[src/rtl/seg_scan_ctrl_pkg.sv]
// rtl/seg_scan_ctrl_pkg.sv - shared types and constants for the multiplexed 7-segment scanner
package seg_scan_ctrl_pkg;

  typedef enum logic [1:0] {
    ST_IDLE,
    ST_SHOW,
    ST_BLANK
  } scan_state_t;

  localparam int NUM_DIGITS = 4;

  // Any code 10-15 decodes to all segments off; F is used to force a dark digit.
  localparam logic [3:0] BCD_BLANK = 4'hF;

endpackage

[src/rtl/seg_scan_ctrl_seg7.sv]
// rtl/seg_scan_ctrl_seg7.sv - BCD to {g,f,e,d,c,b,a} active-high segment decoder
module seg_scan_ctrl_seg7 (
  input  logic [3:0] bcd,
  output logic [6:0] seg
);

  always_comb begin
    case (bcd)
      4'd0:    seg = 7'h3F;
      4'd1:    seg = 7'h06;
      4'd2:    seg = 7'h5B;
      4'd3:    seg = 7'h4F;
      4'd4:    seg = 7'h66;
      4'd5:    seg = 7'h6D;
      4'd6:    seg = 7'h7D;
      4'd7:    seg = 7'h07;
      4'd8:    seg = 7'h7F;
      4'd9:    seg = 7'h6F;
      default: seg = 7'h00;
    endcase
  end

endmodule

[src/rtl/seg_scan_ctrl.sv]
// rtl/seg_scan_ctrl.sv - four-digit multiplexed display scanner with blanking and
// frame-synchronous double-buffered value update
module seg_scan_ctrl
  import seg_scan_ctrl_pkg::*;
#(
  parameter int SCAN_DIV     = 1000,
  parameter int BLANK_CYCLES = 16
) (
  input  logic        clk,
  input  logic        reset,
  input  logic        enable,
  input  logic        lz_en,
  input  logic        upd_valid,
  input  logic [15:0] upd_data,
  input  logic [3:0]  upd_dp,
  output logic        upd_ready,
  output logic [3:0]  digit_sel,
  output logic [6:0]  seg,
  output logic        dp,
  output logic        frame_tick
);

  localparam int MAX_CNT = (SCAN_DIV > BLANK_CYCLES) ? SCAN_DIV : BLANK_CYCLES;
  localparam int CW      = $clog2(MAX_CNT);
  localparam int IW      = $clog2(NUM_DIGITS);
  localparam logic [CW-1:0] SHOW_LAST  = CW'(SCAN_DIV - 1);
  localparam logic [CW-1:0] BLANK_LAST = CW'(BLANK_CYCLES - 1);
  localparam logic [IW-1:0] LAST_IDX   = IW'(NUM_DIGITS - 1);

  scan_state_t           state;
  logic [IW-1:0]         idx;
  logic [CW-1:0]         div_cnt;
  logic [15:0]           active_data;
  logic [15:0]           shadow_data;
  logic [3:0]            active_dp;
  logic [3:0]            shadow_dp;
  logic                  pend;
  logic                  lz_run;
  logic                  frame_edge;
  logic [NUM_DIGITS-1:0] lz_blank;
  logic [3:0]            dec_in;
  logic [6:0]            dec_seg;

  assign upd_ready = !pend;

  // A digit is dark only while it and every digit to its left are zero with no dp lit.
  always_comb begin
    lz_run   = 1'b1;
    lz_blank = '0;
    for (int n = NUM_DIGITS - 1; n >= 1; n--) begin
      lz_run      = lz_run && (active_data[4*n +: 4] == 4'd0) && !active_dp[n];
      lz_blank[n] = lz_run;
    end
  end

  assign dec_in     = (lz_en && lz_blank[idx]) ? BCD_BLANK : active_data[{idx, 2'b00} +: 4];
  assign frame_edge = enable && (state == ST_BLANK) && (div_cnt == BLANK_LAST) && (idx == LAST_IDX);

  seg_scan_ctrl_seg7 u_seg7 (
    .bcd (dec_in),
    .seg (dec_seg)
  );

  always_ff @(posedge clk) begin
    if (reset) begin
      state       <= ST_IDLE;
      idx         <= '0;
      div_cnt     <= '0;
      active_data <= '0;
      active_dp   <= '0;
      shadow_data <= '0;
      shadow_dp   <= '0;
      pend        <= 1'b0;
      digit_sel   <= '0;
      seg         <= '0;
      dp          <= 1'b0;
      frame_tick  <= 1'b0;
    end else begin
      // While scanning, a new value waits in the shadow so a frame is never torn.
      if (upd_valid && !pend) begin
        if (state == ST_IDLE) begin
          active_data <= upd_data;
          active_dp   <= upd_dp;
        end else begin
          shadow_data <= upd_data;
          shadow_dp   <= upd_dp;
          pend        <= 1'b1;
        end
      end else if (frame_edge && pend) begin
        active_data <= shadow_data;
        active_dp   <= shadow_dp;
        pend        <= 1'b0;
      end

      digit_sel  <= '0;
      seg        <= '0;
      dp         <= 1'b0;
      frame_tick <= frame_edge;

      if (!enable) begin
        state   <= ST_IDLE;
        idx     <= '0;
        div_cnt <= '0;
      end else begin
        case (state)
          ST_IDLE: begin
            state   <= ST_SHOW;
            idx     <= '0;
            div_cnt <= '0;
          end
          ST_SHOW: begin
            digit_sel <= 4'b0001 << idx;
            seg       <= dec_seg;
            dp        <= active_dp[idx];
            if (div_cnt == SHOW_LAST) begin
              state   <= ST_BLANK;
              div_cnt <= '0;
            end else begin
              div_cnt <= div_cnt + 1'b1;
            end
          end
          ST_BLANK: begin
            if (div_cnt == BLANK_LAST) begin
              state   <= ST_SHOW;
              div_cnt <= '0;
              idx     <= idx + 1'b1;
            end else begin
              div_cnt <= div_cnt + 1'b1;
            end
          end
          default: state <= ST_IDLE;
        endcase
      end
    end
  end

endmodule

[config.mk]
export PLATFORM = sky130hd
export DESIGN_NAME = seg_scan_ctrl
export DESIGN_NICKNAME = d
export VERILOG_FILES = /design/src/rtl/seg_scan_ctrl_pkg.sv /design/src/rtl/seg_scan_ctrl_seg7.sv /design/src/rtl/seg_scan_ctrl.sv
export SDC_FILE = /design/constraint.sdc
export NUM_CORES = 1
export LEC_CHECK = 0
export ABC_AREA = 1
export BUFFER_PORTS_ARGS = -buffer_cell sky130_fd_sc_hd__buf_2
export CORE_MARGIN = 3
export CORE_UTILIZATION = 55
export CTS_CLUSTER_DIAMETER = 120
export DETAILED_ROUTE_END_ITERATION = 8
export HOLD_SLACK_MARGIN = 0.1
export PLACE_DENSITY = 0.86
export SETUP_SLACK_MARGIN = 0.3
export SLEW_MARGIN = 15
export SYNTH_ARGS = -nofsm -noshare
export SYNTH_HDL_FRONTEND = slang
export SYNTH_SLANG_ARGS = --single-unit
[constraint.sdc]
create_clock -name clk -period 2.5 [get_ports clk]
set_input_delay 0.5 -clock clk [delete_from_list [all_inputs] [get_ports clk]]
set_output_delay 0.5 -clock clk [all_outputs]
set_load 0.005 [all_outputs]
==> metrics.txt <==
Final Hold Slack=436.8 ps; reg2reg start=idx[1]; CTS H-tree lvls=3; DR iter-0 viols=just over 300; Ys Warns=0; part of the power in combinational logic=18.3%; Hold Violations, Final=0; RSZ-0062 raised after global routing=no; CP startpoint=idx[1]; routed length per instance=11.61 um; initial antenna violation count=0; kind of critical path=flop to flop; TNS Setup=0 ps; Worst Clk Skew=approximately 11 ps; required time of the critical path=2740 ps; Synth Cell Area=3377 sq um; Syn Nets=526; Int Pwr=1708 uW; slowest cell delay on critical path=490 ps; critical-path cell list=inv_2, a21oi_1, o21ai_0, o21ai_0, nand2_1, ha_1, nand2_1, nand3_1, nor2_1, nor2_1; chip height=84.36 um; Clk network pwr share=roughly 33%; Reg power frac=48.9%; Leak=0.001777 uW; Post-synth EDFFs=0; Boundary Pins=39; vias in the first global route=2785; #FFs+latches synth=68; global-route wire length before repair=12.01 mm; Core Area=5709 sq um; # hold bufs at CTS=0; HP Class=input pin to flop; All-Layer GR Usage=20.44%; switching part of the total=between 30% and 40%; final setup fails=0; crit path DAT=2090 ps; Initial Util=59.15%; pin count of the biggest net entering global routing=42; Netlist cell types=27; final cell count without fillers=601; # DRC=0; Mapped Avg Cell Area=6.906 sq um; top_reg_cell synth=dfxtp_1; Crit. End Element=flop; Final GP Congestion=0.9919; worst r2r path cells=10; status=finished clean; PD cells=about 650 nW/um^2; Net Sw Power=760.4 uW; Setup WS post-layout=642.8 ps; PostCTS Resize Cnt=0; fillers=476; Placement Setup Slack=619.5 ps; R2R Setup Slk=640 ps; total design power=2468 uW; Crit-path slowest cell=dfxtp_1; Syn-to-layout area delta=11.75%; Antenna Violating Nets Remaining=0; GRT Residual Overflow=0; # port buffers=38; root cell of the clock tree=clkbuf_8; sequential element share of the synthesized area=around 40%; Slew @ Worst Pin=between 400 and 500 ps; worst-case clock buffer depth=2; synthesized instance count=489; Die Footprint=slightly above 7000 sq um; Worst-path clk slew=80 ps; Startpoint Class=flop; total CTS buffers=9; antenna diode count=0; Async S/R FF share, synth=0%; crit path time final=1857 ps; Post-Route WL=~7 mm; VDD IR-drop max=387.4 uV; layout cells sized above 1=15.50%; cell row count=27; 1st-pass router iterations=5; Vias/cell=4.993; DR vias=3001; dpl hpwl=between 4 and 5 mm; Worst R2R End=seg[3]; Final period util=between 70% and 80%; Critical path destination=seg[3]; Sink Count=just under 70; dpl cells=585; Die Width=between 80 and 90 um; Post-CTS Setup Bufs=0; Clk Latency, worst-skew pair=340 ps; fin nets=561; Max FO, Critical Path=8; Achievable Freq=about 540 MHz; number of max-cap violations=0; fin. max-slew vios=0; CTS tree=yes; Worst slew margin=between 70% and 80%
cell families (layout without fill, tap and decap cells):
| kind of cell | Yosys count | in the layout | share of synthesized area (%) |
|---|---|---|---|
| and+or+nand+nor | 253 | 253 | 30.71 |
| adders and majority gates | 12 | 12 | 4.446 |
| AOI/OAI and AO/OA | 65 | 65 | 12.56 |
| xor gates and xnor gates | 7 | 7 | 1.816 |
| DFF | 68 | 68 | 40.31 |
| buffers and inverters | 84 | 124 | 10.15 |
per-stage QoR:
stage	area, sq um	util [%]
finish	3774	66.10
global route	3774	66.10
CTS	3774	66.10
detailed placement	3596	62.98
global placement	3596	62.98
floorplan	3377	-
worst max-delay path: cells and delay by family (launching register included):
kind | cells | cell delay (ps)
AOI/OAI and AO/OA | 3 | 350
adders and majority gates | 1 | 310
buffers and inverters | 1 | 120
DFF | 1 | 490
and+or+nand+nor | 5 | 480
sequential cells by signal (all words and copies together), names as in the netlist:
name         count
digit_sel        4
pend             1
seg              7
shadow_dp        4
state            2
dp               1
active_dp        4
frame_tick       1
shadow_data     16
active_data     16
div_cnt         10
idx              2
area by class of cell:
| cell class | instances | area (sq um) | area share, % |
|---|---|---|---|
| inverter | 65 | 244.0 | 6.466 |
| tap | 72 | 90.09 | 2.387 |
| clock buffer | 10 | 137.6 | 3.647 |
| clock inverter | 6 | 40.04 | 1.061 |
| multi-input combinational | 337 | 1673 | 44.33 |
| timing repair buffer | 43 | 227.7 | 6.034 |
| sequential | 68 | 1361 | 36.07 |
cells in the mapped netlist, types with 2 or more instances:
cell type / number / area share (%)
o211ai_1: 2 / 0.44
o21ai_0: 26 / 3.9
nor3_1: 7 / 1.0
nand3_1: 21 / 3.1
xor2_1: 7 / 1.8
a211oi_2: 9 / 3.3
dfxtp_1: 68 / 40
ha_1: 12 / 4.4
nor2_2: 4 / 0.74
a21oi_1: 16 / 2.4
inv_2: 3 / 0.33
nand4_1: 2 / 0.37
buf_6: 2 / 0.67
inv_1: 62 / 6.9
a211oi_1: 8 / 1.8
nor2_1: 99 / 11
clkbuf_1: 7 / 0.78
nand2_1: 111 / 12
nand2_2: 5 / 0.93
nor4_1: 2 / 0.37
buf_2: 10 / 1.5
power groups by stage:
stage | combinational [uW] | clock, uW | sequential, uW
3_5_place_dp | 445 | 0 | 1230
4_1_cts | 451 | 827 | 1210
6_report | 452 | 809 | 1210
5_1_grt | 531 | 873 | 1210
2_1_floorplan | 359 | 0 | 1220
3_3_place_gp | 436 | 0 | 1230
routing by layer:
metal / track usage [%] / vias to the layer above / wire length (um)
met2: 33.29 / 81 / 3249
met3: 3.042 / 12 / 422
met5: 0 / - / 0
met1: 26.90 / 1315 / 3164
met4: 9.065 / 0 / 143
li1: - / 1593 / -
worst min-delay path by stage:
stage | startpoint | to | slack (ps) | depth (start not counted)
6_report | upd_data[14] | shadow_data[14] | 440 | 3
5_1_grt | upd_data[14] | shadow_data[14] | 450 | 3
4_1_cts | upd_data[14] | shadow_data[14] | 430 | 3
3_5_place_dp | shadow_data[2] | shadow_data[2] | 450 | 2
3_3_place_gp | shadow_dp[2] | shadow_dp[2] | 450 | 2
2_1_floorplan | shadow_dp[0] | shadow_dp[0] | 430 | 2
layout by cell type, fill, tap and decap left out, drive strengths merged:
cell	instances
ha	12
a22oi	1
o211ai	2
a21boi	1
a21oi	16
nor3	7
nor2	103
clkbuf	10
clkinvlp	1
nand4	2
xor2	7
o21ai	27
dfxtp	68
clkinv	5
buf	43
nor4	2
inv	65
a211oi	17
nand3	23
o22ai	1
nand2	116
No activity file was read; power rests on OpenSTA's default activity.
